$ cat src/rtl/mem_port_arbiter_pkg.sv
`default_nettype none
// ============================================================================
// Module  : mem_port_arbiter_pkg
// Purpose : Shared definitions for the two-port memory arbiter: FSM state
//           encodings and the default highest legal byte address, which the
//           memory-stage address error check also uses.
// Ports   : none (package)
// Config  : none
// Revision: 1.0  initial release
// ============================================================================
package mem_port_arbiter_pkg;

  typedef enum logic [1:0] {
    ARB_IDLE   = 2'd0,
    ARB_ACCESS = 2'd1,
    ARB_RESP   = 2'd2
  } arb_state_e;

  // Highest legal byte address for the default memory map.
  localparam int unsigned ARB_ADDR_LIMIT_DEFAULT = 1023;

  // Out-of-range test shared by the arbiter and the memory stage.
  function automatic logic addr_out_of_range(input logic [63:0] addr,
                                             input logic [63:0] limit);
    return addr > limit;
  endfunction

endpackage
`default_nettype wire

$ cat src/rtl/mem_port_arbiter_rr_grant.sv
`default_nettype none
// ============================================================================
// Module  : mem_port_arbiter_rr_grant
// Purpose : Two-input grant selection for the memory port arbiter.
//           With ARB_ROUND_ROBIN_EN defined, simultaneous requests alternate
//           using a pointer that moves to the other port after every grant.
//           Otherwise port 0 always wins (fixed priority).
// Ports   : clk_i, rst_i  clock / async active-high reset (round-robin only)
//           take          arbiter is able to accept a grant this cycle
//                         (round-robin only)
//           req0, req1    pending requests, port 0 / port 1
//           valid         at least one request pending
//           sel           selected port (0 or 1)
// Config  : ARB_ROUND_ROBIN_EN
// Revision: 1.0  initial release
// ============================================================================
module mem_port_arbiter_rr_grant (
`ifdef ARB_ROUND_ROBIN_EN
  input  logic clk_i,
  input  logic rst_i,
  input  logic take,
`endif
  input  logic req0,
  input  logic req1,
  output logic valid,
  output logic sel
);

  assign valid = req0 | req1;

`ifdef ARB_ROUND_ROBIN_EN
  // ptr names the port that wins the next tie; reset favours port 0.
  logic ptr;

  assign sel = (req0 & req1) ? ptr : req1;

  always_ff @(posedge clk_i or posedge rst_i) begin
    if (rst_i) begin
      ptr <= 1'b0;
    end else if (take && valid) begin
      ptr <= ~sel;
    end
  end
`else
  assign sel = req1 & ~req0;
`endif

endmodule
`default_nettype wire

$ cat src/rtl/mem_port_arbiter.sv
`default_nettype none
// ============================================================================
// Module  : mem_port_arbiter
// Purpose : Arbitrates two requesters (port 0 = memory stage, port 1 =
//           loader/debug) onto a single-ported RAM. One transaction at a
//           time: IDLE grants and latches the request, ACCESS drives the RAM
//           for ACCESS_LAT cycles, RESP pulses the granted port's ack.
//           Out-of-range addresses skip the RAM and complete with err_o=1.
// Ports   : clk_i, rst_i              clock, async active-high reset
//           p0_*/p1_* req/we/addr/wdata  requester inputs
//           p0_ack_o, p1_ack_o         one-cycle completion pulses
//           rdata_o, err_o             response, valid only with an ack
//           p0_stall_o                 p0_req_i & ~p0_ack_o
//           ram_r_en_o, ram_w_en_o, ram_addr_o, ram_wdata_o, ram_rdata_i
//                                      RAM interface
// Config  : ARB_ROUND_ROBIN_EN selects round-robin tie-break (default fixed
//           priority, port 0 wins)
// Revision: 1.0  initial release
// ============================================================================
module mem_port_arbiter
  import mem_port_arbiter_pkg::*;
#(
  parameter int unsigned ACCESS_LAT = 2,                      // 1..15
  parameter int unsigned ADDR_LIMIT = ARB_ADDR_LIMIT_DEFAULT
) (
  input  logic        clk_i,
  input  logic        rst_i,
  input  logic        p0_req_i,
  input  logic        p0_we_i,
  input  logic [63:0] p0_addr_i,
  input  logic [63:0] p0_wdata_i,
  input  logic        p1_req_i,
  input  logic        p1_we_i,
  input  logic [63:0] p1_addr_i,
  input  logic [63:0] p1_wdata_i,
  output logic        p0_ack_o,
  output logic        p1_ack_o,
  output logic [63:0] rdata_o,
  output logic        err_o,
  output logic        p0_stall_o,
  output logic        ram_r_en_o,
  output logic        ram_w_en_o,
  output logic [63:0] ram_addr_o,
  output logic [63:0] ram_wdata_o,
  input  logic [63:0] ram_rdata_i
);

  // The counter counts down from ACCESS_LAT-1; zero marks the last cycle.
  localparam logic [3:0] CNT_INIT = 4'(ACCESS_LAT - 1);

  arb_state_e  state;
  arb_state_e  state_nxt;
  logic [3:0]  cnt;
  logic        gnt_port;
  logic        we_q;
  logic [63:0] addr_q;
  logic [63:0] wdata_q;
  logic        err_q;
  logic [63:0] rdata_q;

  logic        any_req;
  logic        sel;
  logic        sel_we;
  logic [63:0] sel_addr;
  logic [63:0] sel_wdata;
  logic        sel_oor;
  logic        last;

  mem_port_arbiter_rr_grant u_rr_grant (
`ifdef ARB_ROUND_ROBIN_EN
    .clk_i (clk_i),
    .rst_i (rst_i),
    .take  (state == ARB_IDLE),
`endif
    .req0  (p0_req_i),
    .req1  (p1_req_i),
    .valid (any_req),
    .sel   (sel)
  );

  assign sel_we    = sel ? p1_we_i    : p0_we_i;
  assign sel_addr  = sel ? p1_addr_i  : p0_addr_i;
  assign sel_wdata = sel ? p1_wdata_i : p0_wdata_i;
  assign sel_oor   = addr_out_of_range(sel_addr, 64'(ADDR_LIMIT));
  assign last      = (cnt == 4'd0);

  assign p0_stall_o = p0_req_i & ~p0_ack_o;

  // State register. Async reset clears the state, which immediately drops
  // every state-decoded output (enables, acks, RAM address/data, response).
  always_ff @(posedge clk_i or posedge rst_i) begin
    if (rst_i) begin
      state <= ARB_IDLE;
    end else begin
      state <= state_nxt;
    end
  end

  // Next state and outputs; every output is decoded from state so nothing
  // leaks onto the RAM or response buses outside its own phase.
  always_comb begin
    state_nxt   = state;
    ram_r_en_o  = 1'b0;
    ram_w_en_o  = 1'b0;
    ram_addr_o  = '0;
    ram_wdata_o = '0;
    p0_ack_o    = 1'b0;
    p1_ack_o    = 1'b0;
    rdata_o     = '0;
    err_o       = 1'b0;
    case (state)
      ARB_IDLE: begin
        if (any_req) begin
          state_nxt = sel_oor ? ARB_RESP : ARB_ACCESS;
        end
      end
      ARB_ACCESS: begin
        ram_r_en_o  = ~we_q;
        ram_w_en_o  = we_q;
        ram_addr_o  = addr_q;
        ram_wdata_o = wdata_q;
        if (last) begin
          state_nxt = ARB_RESP;
        end
      end
      ARB_RESP: begin
        p0_ack_o  = ~gnt_port;
        p1_ack_o  = gnt_port;
        rdata_o   = rdata_q;
        err_o     = err_q;
        state_nxt = ARB_IDLE;
      end
      default: state_nxt = ARB_IDLE;
    endcase
  end

  // Transaction latches and latency counter. Requester inputs are sampled
  // only at grant, so later changes on them are ignored.
  always_ff @(posedge clk_i or posedge rst_i) begin
    if (rst_i) begin
      cnt      <= '0;
      gnt_port <= 1'b0;
      we_q     <= 1'b0;
      addr_q   <= '0;
      wdata_q  <= '0;
      err_q    <= 1'b0;
      rdata_q  <= '0;
    end else begin
      case (state)
        ARB_IDLE: begin
          if (any_req) begin
            gnt_port <= sel;
            we_q     <= sel_we;
            addr_q   <= sel_addr;
            wdata_q  <= sel_wdata;
            err_q    <= sel_oor;
            rdata_q  <= '0;       // stays zero for writes and errors
            cnt      <= CNT_INIT;
          end
        end
        ARB_ACCESS: begin
          if (!last) begin
            cnt <= cnt - 4'd1;
          end else if (!we_q) begin
            rdata_q <= ram_rdata_i;
          end
        end
        default: ;
      endcase
    end
  end

endmodule
`default_nettype wire

$ cat config.mk
export PLATFORM = sky130hd
export DESIGN_NAME = mem_port_arbiter
export DESIGN_NICKNAME = d
export VERILOG_FILES = /design/src/rtl/mem_port_arbiter_pkg.sv /design/src/rtl/mem_port_arbiter_rr_grant.sv /design/src/rtl/mem_port_arbiter.sv
export SDC_FILE = /design/constraint.sdc
export NUM_CORES = 1
export LEC_CHECK = 0
export CORE_MARGIN = 4
export CORE_UTILIZATION = 25
export DETAILED_ROUTE_END_ITERATION = 10
export GPL_ROUTABILITY_DRIVEN = 0
export PLACE_DENSITY = 0.55
export RECOVER_POWER = 50
export SYNTH_ARGS = -nofsm -noshare
export SYNTH_HDL_FRONTEND = slang
export SYNTH_HIERARCHICAL = 1
export SYNTH_SLANG_ARGS = --single-unit
export TNS_END_PERCENT = 20
$ cat constraint.sdc
create_clock -name clk_i -period 9.55 [get_ports clk_i]
set_input_delay 1.91 -clock clk_i [delete_from_list [all_inputs] [get_ports clk_i]]
set_output_delay 1.91 -clock clk_i [all_outputs]
set_load 0.005 [all_outputs]
==> flow_metrics.py <==
metrics = {
    "drt": {
        "drtIter0Drc": 533,
        "detail_route.wl_per_cell_um": 19.6,
        "detail-route-antenna-nets": 0,
        "vias": 9109,
        "totalWireLength_um": 39900,
        "drcViolationCount": 0,
        "dr.pass1.iters": 4,
        "drt-vias-per-instance": 4.48,
    },
    "timing": {
        "fmax_ghz": 0.148,
        "tightest_slew_ns": 3.84,
        "min_period_ns": 6.76,
        "final.setup.tns_ns": 0,
        "max_slew_margin_pct": -156,
        "clock_skew_ns": 0.0178,
        "fin_crit_sh_pct": 70.8,
        "drv_slew": 214,
        "setup_viol": 0,
        "rsz0062_at_grt": "false",
        "fin_hold_ws_ns": 0.469,
        "hold_viol": 0,
    },
    "finish": {
        "drive_gt1_share_pct": 4.38,
        "area_delta_synth_final_pct": 62.7,
        "design_area_sq_mm": 0.0166,
        "final_nets": 1815,
        "n_antenna_cell": 0,
    },
    "pwr": {
        "p_int_uw": 1770,
        "clockPowerShare_pct": 42.3,
        "seqPwrFrac_pct": 42.3,
        "p_switching_uw": 618,
        "p_leak_uw": 0.00684,
        "ir_drop_uv": 131,
        "switching_share_pct": 25.9,
        "combPwrFrac_pct": 15.4,
        "p_per_area_mw_per_mm2": 144,
    },
    "yosys": {
        "synthTopCellsByArea": "dfrtp_1 49%, mux2i_1 13%, and2_1 12%",
        "syn-num-nets": 1334,
        "async_reset_ff_share_pct": 100,
        "synth_top_area_share_pct": 49.3,
        "synth_top_area_cell": "dfrtp_1",
        "synth_seq_cells": 201,
        "synth_ff_type": "dfrtp_1",
        "synth_common_cells": "201 x dfrtp_1, 194 x and2_1, 138 x nand2_1",
        "synth_area_sq_mm": 0.0102,
        "yosys_warnings": 6,
        "yosysMostFrequentCell": "dfrtp_1",
        "ys_seq_area_share_pct": 49.3,
        "synth-edff-count": 0,
        "postSynthAreaPerCell_sq_um": 10.1,
        "synth_cells": 1006,
        "synth.distinct_cells": 39,
    },
    "die": {
        "fp.dieH_um": 210,
        "initial_utilization_pct": 25.5,
        "chipWidth_um": 210,
        "core_sq_mm": 0.0400,
        "num_io_pins": 524,
        "dieArea_sq_mm": 0.0441,
        "rows": 73,
    },
    "cts": {
        "cts_tree": "done",
        "root_buffer": "clkbuf_16",
        "cts.repair.resized": 0,
        "clk_path_buf_depth": 3,
        "clk_pin_slew_ns": 0.06,
        "cts_setup_buffers": 0,
        "clock_latency_ns": 0.53,
        "cts_made_buffers": 25,
        "htreeDepth": 1,
        "postCtsHoldBufs": 0,
        "clock-sinks": 201,
    },
    "setup_path": {
        "r2r-start": "state[0]$_DFFE_PP0P_",
        "crit_required_ns": 9.90,
        "r2r_setup_slack_ns": 4.51,
        "critical_path.startpoint": "p0_req_i",
        "end_kind": "flip-flop",
        "max_stage_delay_ns": 2.69,
        "crit_chain": "dlygate4sd3_1 -> or2_0 -> nand2_1 -> buf_4 -> o21ai_0",
        "worstPathArrival_ns": 7.11,
        "reg2regPathDepth": 4,
        "start_kind": "input pin",
        "critPathSlowestCell": "nand2_1",
        "cp_max_fo": 136,
        "r2r_end": "wdata_q[43]$_DFFE_PP0P_",
        "crit_type": "input pin to flip-flop",
    },
    "hold_path": {
        "min_to": "addr_q[9]$_DFFE_PP0P_",
        "hold_path_class": "flip-flop to flip-flop",
        "min_from": "addr_q[9]$_DFFE_PP0P_",
        "holdPathStages": 2,
    },
    "global_route": {
        "grt_max_degree": 137,
        "first_global_vias": 9402,
        "antenna_found_initial": 2,
        "overflow": 0,
        "grt_pass1_wl_um": 58800,
        "grt_usage_pct": 17.0,
    },
    "job": {
        "cap_violations": 2,
    },
    "status": {
        "violations": "capacitance limit, slew limit",
        "status": "finished, violations left",
    },
    "placement": {
        "port-buffer-count": 523,
        "dpl.hpwl_um": 29600,
        "post_dp_cell_area_sq_mm": 0.0157,
    },
}
layout by cell type, fill, tap and decap left out, drive strengths merged, types with 3 or more instances in the layout:
cell type and count:
nand4 6, nand2 140, nor4 21, buf 8, nor3 5, o21ai 132
bufinv 3, clkdlybuf4s50 520, dfrtp 201, clkinv 4, inv 4, a22o 64
clkinvlp 5, nor2b 5, dlygate4sd3 3, and2 197, nor2 6, clkbuf 34
mux2i 129
per-layer routing:
layer / vias up / GRT usage, % / wire length, um
met3: 50 / 6.09 / 3720
li1: 4425 / - / -
met1: 4280 / 20.3 / 15700
met2: 350 / 29.0 / 19400
met5: - / 0 / 20
met4: 4 / 4.50 / 1040
state kept, by name, indices dropped and copies added, names as in the netlist:
name,cells
addr_q,64
rdata_q,64
cnt,4
we_q,1
wdata_q,64
gnt_port,1
err_q,1
state,2
power by group through the flow:
stage | Clock, uW | Combinational (uW) | Sequential [uW]
2_1_floorplan | 0 | 178 | 1010
3_3_place_gp | 0 | 367 | 1020
3_5_place_dp | 0 | 373 | 1030
4_1_cts | 1050 | 373 | 1010
5_1_grt | 1090 | 415 | 1030
6_report | 1010 | 368 | 1010
per-stage QoR:
step,util [%],total power (uW),cells,setup WS [ns]
final,41.5,2390,2031,2.79
after global routing,41.5,2530,2031,2.11
after CTS,41.6,2440,2031,4.24
after detailed placement,39.4,1400,1985,4.42
after global placement,39.4,1390,1985,4.44
after floorplan,-,1180,1006,2.16
worst max path at each step:
stage                                          to  slack [ns]
after floorplan             addr_q[0]$_DFFE_PP0P_        2.16
after global routing      wdata_q[46]$_DFFE_PP0P_        2.11
after global placement          err_q$_DFFE_PP0P_        4.44
after detailed placement        err_q$_DFFE_PP0P_        4.42
after CTS                          ram_wdata_o[0]        4.24
final                     wdata_q[43]$_DFFE_PP0P_        2.79
cell type report:
class | count | area [sq um]
Timing Repair Buffer | 531 | 5300
Sequential cell | 201 | 5030
Multi-Input combinational cell | 724 | 4720
Clock buffer | 34 | 729
Clock inverter | 12 | 153
Inverter | 4 | 16.3
Fill cell | 3971 | 23400
Tap cell | 525 | 657
kinds of logic after synthesis:
kind of cell	Yosys count	synth area share, %
XOR/XNOR	2	0.172
adder cells (fa/ha/maj)	2	0.245
AO/OA/AOI/OAI	202	12.5
flip-flops	201	49.3
buffers and inverters	81	4.63
multiplexers	130	12.8
AND/OR/NAND/NOR	388	20.4
critical path, delay by kind of cell:
family | cells | cell delay, ns
AND/OR/NAND/NOR | 2 | 2.97
buffers and inverters | 2 | 1.77
AO/OA/AOI/OAI | 1 | 0.24
Power figures use the tool's default switching activity.
